File: config.mk
export PLATFORM = sky130hd
export DESIGN_NAME = alu_muldiv_iter
export DESIGN_NICKNAME = d
export VERILOG_FILES = /design/src/rtl/alu_pkg.sv /design/src/rtl/alu_muldiv_iter.sv
export SDC_FILE = /design/constraint.sdc
export NUM_CORES = 1
export LEC_CHECK = 0
export BUFFER_PORTS_ARGS = -buffer_cell sky130_fd_sc_hd__buf_2
export CAP_MARGIN = 15
export CORE_ASPECT_RATIO = 1.4
export CORE_MARGIN = 2
export CORE_UTILIZATION = 24
export DETAILED_ROUTE_END_ITERATION = 10
export PLACE_DENSITY = 0.37
export SYNTH_ARGS = -nofsm -noshare
export SYNTH_HDL_FRONTEND = slang
export SYNTH_SLANG_ARGS = --single-unit
File: constraint.sdc
create_clock -name clk -period 5.3 [get_ports clk]
set_input_delay 1.06 -clock clk [delete_from_list [all_inputs] [get_ports clk]]
set_output_delay 1.06 -clock clk [all_outputs]
set_load 0.005 [all_outputs]
File: src/rtl/alu_pkg.sv
// Shared ALU definitions: op codes for the iterative mul/div unit, its FSM states,
// and the result-mux select code assigned to that unit.
package alu_pkg;

  localparam logic [1:0] MD_MUL  = 2'b00;
  localparam logic [1:0] MD_MULH = 2'b01;
  localparam logic [1:0] MD_DIV  = 2'b10;
  localparam logic [1:0] MD_REM  = 2'b11;

  typedef enum logic [1:0] {
    IDLE = 2'd0,
    RUN  = 2'd1,
    DONE = 2'd2
  } md_state_t;

  localparam logic [2:0] RES_SEL_MULDIV = 3'd6;

endpackage

File: src/rtl/alu_muldiv_iter.sv
// Iterative unsigned mul/div, one radix-2 step per cycle: result and done WIDTH cycles after start.
// No backpressure: start is accepted only when not busy; starts while busy are dropped.
module alu_muldiv_iter
  import alu_pkg::*;
#(
  parameter  int WIDTH = 32,
  localparam int CNT_W = $clog2(WIDTH) + 1
) (
  input  logic             clk,
  input  logic             rst_n,
  input  logic             start,
  input  logic [1:0]       op,
  input  logic [WIDTH-1:0] a,
  input  logic [WIDTH-1:0] b,
  output logic             busy,
  output logic             done,
  output logic [WIDTH-1:0] result
);

  md_state_t        state, state_nxt;
  logic [CNT_W-1:0] cnt;
  logic [1:0]       op_q;
  logic [WIDTH-1:0] opnd_q;
  logic [WIDTH-1:0] hi, lo;
  logic [WIDTH-1:0] hi_n, lo_n, res_n;
  logic [WIDTH:0]   lhs, sum;
  logic [WIDTH-1:0] hi_add;
  logic             carry;
  logic             accept, last, is_div;

  assign busy   = (state == RUN);
  assign done   = (state == DONE);
  assign accept = start && (state != RUN);
  assign last   = (state == RUN) && (cnt == CNT_W'(WIDTH - 1));
  assign is_div = op_q[1];

  // One shared adder: hi + a for multiply, shifted remainder - b for divide.
  assign lhs = is_div ? {hi, lo[WIDTH-1]} : {1'b0, hi};
  assign sum = is_div ? (lhs - {1'b0, opnd_q}) : (lhs + {1'b0, opnd_q});

  always_comb begin
    hi_n   = hi;
    lo_n   = lo;
    carry  = 1'b0;
    hi_add = hi;
    if (is_div) begin
      hi_n = sum[WIDTH] ? lhs[WIDTH-1:0] : sum[WIDTH-1:0];
      lo_n = {lo[WIDTH-2:0], ~sum[WIDTH]};
    end else begin
      if (lo[0]) begin
        {carry, hi_add} = sum;
      end
      hi_n = {carry, hi_add[WIDTH-1:1]};
      lo_n = {hi_add[0], lo[WIDTH-1:1]};
    end
  end

  always_comb begin
    res_n = lo_n;
    case (op_q)
      MD_MUL:  res_n = lo_n;
      MD_MULH: res_n = hi_n;
      MD_DIV:  res_n = lo_n;
      MD_REM:  res_n = hi_n;
      default: res_n = lo_n;
    endcase
  end

  always_comb begin
    state_nxt = state;
    case (state)
      IDLE:    if (start) state_nxt = RUN;
      RUN:     if (last) state_nxt = DONE;
      DONE:    state_nxt = start ? RUN : IDLE;
      default: state_nxt = IDLE;
    endcase
  end

  always_ff @(posedge clk or negedge rst_n) begin
    if (!rst_n) begin
      state <= IDLE;
    end else begin
      state <= state_nxt;
    end
  end

  always_ff @(posedge clk or negedge rst_n) begin
    if (!rst_n) begin
      cnt    <= '0;
      op_q   <= MD_MUL;
      opnd_q <= '0;
      hi     <= '0;
      lo     <= '0;
      result <= '0;
    end else if (accept) begin
      // Multiply keeps a as the addend and b in lo; divide keeps b as divisor and a in lo.
      cnt    <= '0;
      op_q   <= op;
      opnd_q <= op[1] ? b : a;
      hi     <= '0;
      lo     <= op[1] ? a : b;
    end else if (state == RUN) begin
      hi <= hi_n;
      lo <= lo_n;
      if (last) begin
        result <= res_n;
      end else begin
        cnt <= cnt + CNT_W'(1);
      end
    end
  end

endmodule

==> metrics, run 1 <==
slew margin rel.=34.89%; vias in the first global route=10080; Worst Setup Path Type=reg2reg; die area=roughly 0.047 mm2; Mapped Area=0.01085 mm2; Initial DRT Pass Iterations=5; status=finished, final reports clean; first-pass GRT wire length=62.38 mm; IO Port Bufs=102; GPL Wtd Cong=~0.87; Final Hold Fails=0; Starting Density=24.18%; Setup TNS=0 ps; DP Wirelength=around 30 mm; number of hold buffers added after CTS=0; cells after synthesis=1263; Avg Cell Area, Syn=8.593 um2; EDFF count, synth=0; Most used DFF post-synth=dfrtp_1; upper clock frequency limit=0.2066 GHz; NumNets Final=1435; Post-synth top cells=138 x dfrtp_1, 134 x mux2i_1, 118 x a21oi_1, 109 x nand2_1, 104 x nor2_1; clk root buf=clkbuf_16; worst slew pin tran=976.6 ps; Total GRT Usage=17.40%; # fillers=between 4000 and 5000; # clock sinks=around 140; Synth area leaders=dfrtp_1 32%, mux2i_1 12%, a21oi_1 5.4%, o21ai_0 4.2%, ha_1 3.9%; GRT overflow=0; # DRC=0; # setup viols final=0; drt wl/cell=21.03 um; Via density=5.165; Final Cycle Share=91.32%; Critical Path Max Stage Delay=410 ps; critical path data required time=5640 ps; Antenna Nets Post-Route=0; CORE AREA=0.04489 mm2; critical path, cell by cell=nor3_1 > nand2b_1 > nor3_1 > and3_2 > nand2_1 > nand2_1 > o21ai_0 > xnor2_1 > ha_1 > a21oi_1 > o21ai_0 > a221o_1 > a41o_1 > a31oi_4 > xnor2_4 > buf_12 > mux2i_1 > a211oi_1 > a221o_1; DIE WIDTH=about 180 um; largest net degree at the start of global routing=85; ANT cells=0; row count=92; Hold Crit Start=result[31]$_DFFE_PN0P_; clock slew at reported path FFs=70 ps; area grow syn2layout=17.58%; die height=255.6 um; async set or reset register ratio after synthesis=between 90% and 100%; HP Class=reg2reg; max-capacitance violation count=0; CP Max Fanout=9; Clock Latency Late Sink=460 ps; Ys Warns=0; Slew Viols, Final=0; Yosys reg bits=roughly 140; Yosys top cell area share=31.82%; Post-Syn Nets=1367; via count=9854; synth unique cells=68; Total Wirelength=around 40 mm; register area share after synthesis=31.82%; Worst setup startpoint=opnd_q[3]$_DFFE_PN0P_; clock skew=14.92 ps; CTS tree=done; RSZ-0062 raised after global routing=false; CP Capture Type=flop; minimum clock period after layout=4840 ps; I/O pin count=103; clk buf depth=2; CP max stage cell=dfrtp_1; H-tree depth=4; initial antenna violation count=0; count leader, synth=dfrtp_1; dominant cell type by area after synthesis=dfrtp_1; initial DRC count=between 600 and 700; reg-to-reg startpoint=opnd_q[3]$_DFFE_PN0P_; total clock buffers created by CTS=17; Critical Path AT=5180 ps; CP startpoint kind=flop; share of layout cells above drive strength 1=roughly 17%
## registers in the layout (all words and copies together) (netlist names)
| register | flops |
|---|---|
| op_q | 2 |
| lo | 32 |
| result | 32 |
| cnt | 6 |
| opnd_q | 32 |
| state | 2 |
| hi | 32 |
## metrics by stage
step                      cell area, um2  util (%)  hold slack, ps  setup slack, ps  std cells
after floorplan                    10850         -           467.8            810.4       1263
after global placement             12070     26.89           468.1            310.1       1875
after detailed placement           12070     26.89           474.4            231.4       1875
after CTS                          12720     28.34           489.0            203.0       1907
after global routing               12760     28.43           512.9            19.33       1908
final                              12760     28.43           485.7            460.3       1908
## logic make-up (layout without fill, tap and decap cells)
family / Yosys count / after routing / synth area share, %
mux: 169 / 169 / 15.99
simple gates: 323 / 323 / 13.52
compound gates: 418 / 418 / 25.14
xor+xnor: 62 / 62 / 5.176
buf+inv: 118 / 199 / 4.243
flops: 138 / 138 / 31.82
fa+ha+maj: 35 / 35 / 4.104
## worst max-delay path: cells and delay by family (launching register included)
family | cells | cell delay, ps
DFF | 1 | 410
muxes | 1 | 250
buffers and inverters | 1 | 190
xor gates and xnor gates | 2 | 560
adders and majority gates | 1 | 400
and+or+nand+nor | 6 | 1140
AOI/OAI and AO/OA | 8 | 1740
## routing by layer
layer  wire [um]  global-route usage [%]
met5           0                       0
met4        1097                   6.444
met3        1002                   1.949
met2       19190                   28.66
met1       18840                   23.32
## path summary, 6_finish.rpt
kind | depth (start not counted) | slack, ps | endpoint
worst max register to register | 19 | 460 | result[14]$_DFFE_PN0P_
worst max-delay path | 19 | 460 | result[14]$_DFFE_PN0P_
min in group asynchronous | 1 | 610 | opnd_q[23]$_DFFE_PN0P_
max in group asynchronous | 2 | 3680 | hi[7]$_DFFE_PN0P_
worst min-delay path | 2 | 490 | result[31]$_DFFE_PN0P_
worst min register to register | 2 | 490 | result[31]$_DFFE_PN0P_
## repair_timing
action,CTS,global route
gates resized for setup,0,4
endpoints found under the setup margin,0,61
buffers inserted,0,1
endpoints found under the hold margin,0,0
## placed cells by master (no fill, tap or decap), types with 7 or more instances in the layout
master and instances:
buf_4 39, mux2_2 35, nand3_1 18, a31oi_1 11
o211ai_1 41, xnor2_1 47, buf_2 100, inv_1 23
xor2_1 14, a21oi_1 118, nand4_1 7, and3_1 9
a22o_1 16, nor2_1 103, a2111oi_0 13, a211o_1 21
nor2b_1 9, mux2i_1 134, nand2_1 108, ha_1 34
o31ai_1 7, a21o_1 12, dfrtp_1 136, nor3_1 29
a211oi_1 26, clkbuf_16 17, o21ai_0 92, and2_1 7
## layout make-up
type,instances,area [um2],share of cell area [%]
Inverter,23,86.33,0.6765
Sequential cell,138,3458,27.10
Clock buffer,18,439.2,3.442
Multi-Input combinational cell,1007,6977,54.67
Timing Repair Buffer,144,884.6,6.932
Tap cell,564,705.7,5.530
Clock inverter,14,210.2,1.647
Power of run 1 is left out: the tool's default activity adds up to more than one toggle a clock period on the data nets, which glitch-free logic cannot reach.
==> inputs of run 2 (changes only) <==
--- a/config.mk
+++ b/config.mk
@@ -5,7 +5,7 @@
 export SDC_FILE = /design/constraint.sdc
 export NUM_CORES = 1
 export LEC_CHECK = 0
-export BUFFER_PORTS_ARGS = -buffer_cell sky130_fd_sc_hd__buf_2
+export BUFFER_PORTS_ARGS = -buffer_cell sky130_fd_sc_hd__clkbuf_2
 export CAP_MARGIN = 15
 export CORE_ASPECT_RATIO = 1.4
 export CORE_MARGIN = 2
==> metrics, run 2 (synthesized netlist as in run 1, its figures left out) <==
hold path endpoint=result[31]$_DFFE_PN0P_; clock slew at reported path FFs=70 ps; DP Wirelength=30.00 mm; largest net degree at the start of global routing=a little under 100; Final Cycle Share=93.21%; IO Port Bufs=~100; Via density=5.217; die area=0.04696 mm2; H-tree depth=4; commonest non-fill, non-tap cells in the layout=136 x dfrtp_1, 134 x mux2i_1, 118 x a21oi_1, 108 x nand2_1, 103 x nor2_1; initial DRC count=548; clk root buf=clkbuf_16; total clock buffers created by CTS=17; critical path data required time=5640 ps; CORE AREA=0.04489 mm2; Total Wirelength=40.17 mm; max-capacitance violation count=0; ANT cells=0; area grow syn2layout=17.45%; DIE WIDTH=183.7 um; status=finished, final reports clean; # setup viols final=0; CP Max Fanout=10; RSZ-0062 raised after global routing=false; upper clock frequency limit=between 0.2 and 0.25 GHz; CTS tree=done; Starting Density=between 20% and 30%; CP Capture Type=flop; drt wl/cell=21.00 um; commonest non-fill, non-tap cell in the layout=dfrtp_1; GPL Wtd Cong=0.8520; Setup TNS=0 ps; Final Hold Fails=0; # clock sinks=approximately 140; Antenna Nets Post-Route=0; Initial DRT Pass Iterations=4; HP Class=reg2reg; NumNets Final=1440; minimum clock period after layout=4940 ps; Clock Latency Late Sink=approximately 450 ps; vias in the first global route=10130; worst slew pin tran=1090 ps; R2R setup slack=360 ps; via count=9981; clock skew=11.40 ps; Total GRT Usage=17.31%; row count=92; clk buf depth=2; initial antenna violation count=0; first-pass GRT wire length=62.35 mm; CP startpoint kind=flop; number of hold buffers added after CTS=0; die height=255.6 um; # DRC=0; Hold Path Depth=2; number of cells on the worst reg-to-reg path=19; I/O pin count=103; RR Endpoint=result[1]$_DFFE_PN0P_; GRT overflow=0; Hold Crit Start=result[31]$_DFFE_PN0P_; Slew Viols, Final=0; Critical Path AT=5280 ps; slew margin rel.=around 27%; Worst Setup Path Type=reg2reg; reg-to-reg startpoint=opnd_q[3]$_DFFE_PN0P_; share of layout cells above drive strength 1=17.27%
-- run 2: changes by cell type in the layout (fill, tap and decap cells not counted), moves of 3 or more --
cell      delta
clkbuf_1     +3
clkinv_4     -3
clkbuf_2   +100
buf_4        +6
buf_2      -100
-- run 2: layer usage --
| metal | GRT usage (%) | part of all wire (%) | vias up |
|---|---|---|---|
| li1 | - | - | 4859 |
| met4 | 5.333 | 2.0 | 0 |
| met3 | 2.120 | 2.7 | 37 |
| met2 | 29.18 | 49 | 182 |
| met5 | 0 | 0 | - |
| met1 | 22.95 | 46 | 4903 |
-- run 2: worst max-delay path by stage --
stage / end / cells past startpoint / startpoint / slack, ps
global route: result[5]$_DFFE_PN0P_ / 18 / opnd_q[3]$_DFFE_PN0P_ / 20
finish: result[1]$_DFFE_PN0P_ / 19 / opnd_q[3]$_DFFE_PN0P_ / 360
global placement: result[12]$_DFFE_PN0P_ / 18 / opnd_q[3]$_DFFE_PN0P_ / 430
CTS: hi[30]$_DFFE_PN0P_ / 19 / opnd_q[3]$_DFFE_PN0P_ / 330
detailed placement: hi[30]$_DFFE_PN0P_ / 19 / opnd_q[4]$_DFFE_PN0P_ / 350
floorplan: result[14]$_DFFE_PN0P_ / 18 / op_q[1]$_DFFE_PN0P_ / 810
-- run 2: final cells by class --
cell class / count / area (um2)
Fill cell: 4900 / 32150
Multi-Input combinational cell: 1007 / 6972
Sequential cell: 138 / 3458
Timing Repair Buffer: 149 / 909.6
Tap cell: 564 / 705.7
Clock buffer: 23 / 478.0
Clock inverter: 9 / 137.6
Inverter: 23 / 86.33
-- run 2: critical path, stage by stage (launching register included) --
cell and delay (ps):
dfrtp_1 410, nor3_1 250, nand2b_1 150, nor3_1 210
and3_2 280, nand2_1 70, nand2_1 220, o21ai_0 150
xnor2_1 320, ha_1 400, a21oi_1 230, o21ai_0 150
a221o_1 330, a41o_1 240, a31oi_4 230, xnor2_4 290
buf_12 180, mux2_2 340, o21a_1 170, a211o_1 210
-- run 2: what timing repair did --
item | 4_1_cts | 5_1_grt
endpoints found under the setup margin | 0 | 28
gates resized for setup | 0 | 3
buffers inserted | 0 | 6
-- run 2: stage by stage --
| step | cells | hold WS, ps | setup WS [ps] | cell area, um2 | util (%) |
|---|---|---|---|---|---|
| after global routing | 1913 | 505.7 | 23.51 | 12750 | 28.39 |
| after global placement | 1875 | 474.5 | 426.4 | 12060 | 26.86 |
| after CTS | 1907 | 493.0 | 326.4 | 12670 | 28.23 |
| after detailed placement | 1875 | 478.0 | 353.7 | 12060 | 26.86 |
| after floorplan | 1263 | 467.8 | 810.4 | 10850 | - |
| final | 1913 | 489.7 | 360.1 | 12750 | 28.39 |
Power of run 2 is left out for the same reason.
==> inputs of run 3 (changes only) <==
--- a/config.mk
+++ b/config.mk
@@ -5,13 +5,14 @@
 export SDC_FILE = /design/constraint.sdc
 export NUM_CORES = 1
 export LEC_CHECK = 0
-export BUFFER_PORTS_ARGS = -buffer_cell sky130_fd_sc_hd__clkbuf_2
 export CAP_MARGIN = 15
 export CORE_ASPECT_RATIO = 1.4
 export CORE_MARGIN = 2
 export CORE_UTILIZATION = 24
 export DETAILED_ROUTE_END_ITERATION = 10
-export PLACE_DENSITY = 0.37
+export DONT_BUFFER_PORTS = 1
+export PLACE_DENSITY = 0.35
+export SKIP_CTS_REPAIR_TIMING = 1
 export SYNTH_ARGS = -nofsm -noshare
 export SYNTH_HDL_FRONTEND = slang
 export SYNTH_SLANG_ARGS = --single-unit
==> metrics, run 3 (synthesized netlist as in run 1, its figures left out) <==
Via density=between 5 and 6; Critical Path Max Stage Delay=500 ps; upper clock frequency limit=0.2034 GHz; M1 WL=18.61 mm; drt wl/cell=between 20 and 25 um; Slew Viols, Final=0; first-pass GRT wire length=62.23 mm; number of cells on the worst reg-to-reg path=16; Final Cycle Share=approximately 90%; # setup viols final=0; clk root buf=clkbuf_16; RSZ-0062 raised after global routing=false; CORE AREA=roughly 0.045 mm2; Reg area=about 0.0035 mm2; Antenna Nets Post-Route=0; IO Port Bufs=0; reg-to-reg startpoint=opnd_q[14]$_DFFE_PN0P_; GPL Wtd Cong=0.8510; H-tree depth=4; # clock sinks=138; clock slew at reported path FFs=70 ps; Initial DRT Pass Iterations=5; row count=92; Crit path buffers/inverters=0; # DRC=0; initial antenna violation count=0; area of the multi-input gates=0.006982 mm2; I/O pin count=103; HP Class=in2async; routed length on met3=approximately 1.1 mm; GRT overflow=0; ANT cells=0; CP startpoint kind=flop; top sig layer=met4; Starting Density=between 20% and 30%; area grow syn2layout=11.30%; Clock Latency Late Sink=450 ps; die height=255.6 um; clk buf depth=2; Total GRT Usage=17.49%; largest net degree at the start of global routing=roughly 140; minimum clock period after layout=4917 ps; commonest non-fill, non-tap cells in the layout=136 x dfrtp_1, 134 x mux2i_1, 118 x a21oi_1, 108 x nand2_1, 103 x nor2_1; met2 routed WL=19.88 mm; DIE WIDTH=approximately 180 um; initial DRC count=~530; delay-heaviest family, CP=compound AO/OA/AOI/OAI gates; share of layout cells above drive strength 1=9.806%; via count=9521; Worst Setup Path Type=reg2reg; critical path data required time=5630 ps; DP Wirelength=30.07 mm; Final Hold Fails=0; commonest non-fill, non-tap cell in the layout=dfrtp_1; max-capacitance violation count=0; CP Capture Type=flop; Setup TNS=0 ps; vias in the first global route=9847; Critical Path AT=between 5000 and 6000 ps; critical path, cell by cell=nor3_1 > nand2_1 > nor3_2 > and3_1 > a21oi_1 > xnor2_1 > ha_1 > nand2_1 > o21ai_0 > a221o_1 > a41o_1 > a31oi_4 > xnor2_4 > mux2i_1 > a21oi_1 > a211o_1; total clock buffers created by CTS=17; CP Max Fanout=7; RR Endpoint=result[3]$_DFFE_PN0P_; die area=0.04696 mm2; Total Wirelength=40.46 mm; CP max stage cell=mux2i_1; slew margin rel.=a little over a third; status=finished, final reports clean; R2R setup slack=roughly 380 ps; clock skew=9.253 ps; NumNets Final=~1300; CTS tree=done; # fillers=4894; worst slew pin tran=960.6 ps
[run 3: cell count changes in the layout (fill, tap and decap cells not counted), sizes merged]
cell / change
buf: -15
bufinv: -2
clkbuf: -103
clkinv: +4
clkinvlp: +1
[run 3: metal layers]
layer	up-vias	track usage [%]
met5	-	0
met1	4701	23.34
met3	38	1.907
met2	166	29.35
met4	0	5.689
li1	4616	-
[run 3: per-stage QoR]
step                      cell area (um2)  hold WS, ps  worst slack (ps)  std cells  utilization, %
final                               12080        303.1             383.1       1798           26.91
after CTS                           12050        273.0             213.9       1798           26.84
after global routing                12080        277.3             27.12       1798           26.91
after detailed placement            11490        499.7             238.8       1766           25.59
after floorplan                     10850        467.8             810.4       1263               -
after global placement              11490        503.8             267.2       1766           25.59
[run 3: worst max-delay path by stage]
stage                           start                     end  cells past startpoint
3_3_place_gp   opnd_q[13]$_DFFE_PN0P_  result[26]$_DFFE_PN0P_                     17
6_report       opnd_q[14]$_DFFE_PN0P_   result[3]$_DFFE_PN0P_                     16
4_1_cts        opnd_q[15]$_DFFE_PN0P_   result[8]$_DFFE_PN0P_                     18
5_1_grt        opnd_q[13]$_DFFE_PN0P_  result[26]$_DFFE_PN0P_                     16
3_5_place_dp   opnd_q[15]$_DFFE_PN0P_   result[8]$_DFFE_PN0P_                     18
2_1_floorplan     op_q[1]$_DFFE_PN0P_  result[14]$_DFFE_PN0P_                     18
[run 3: worst reg2reg max path: cells and delay by family (launching register included)]
family                     cells  cell delay, ps
xor gates and xnor gates       2             610
DFF                            1             430
AOI/OAI and AO/OA              7            1530
and+or+nand+nor                5            1350
muxes                          1             500
adders and majority gates      1             380
[run 3: area by class of cell]
| type | count | area share, % |
|---|---|---|
| multi-input combinational | 1007 | 57.80 |
| inverter | 23 | 0.7147 |
| clock inverter | 12 | 0.9633 |
| tap | 564 | 5.842 |
| clock buffer | 20 | 3.698 |
| timing repair buffer | 34 | 2.351 |
| sequential | 138 | 28.63 |
Power of run 3 is left out for the same reason.
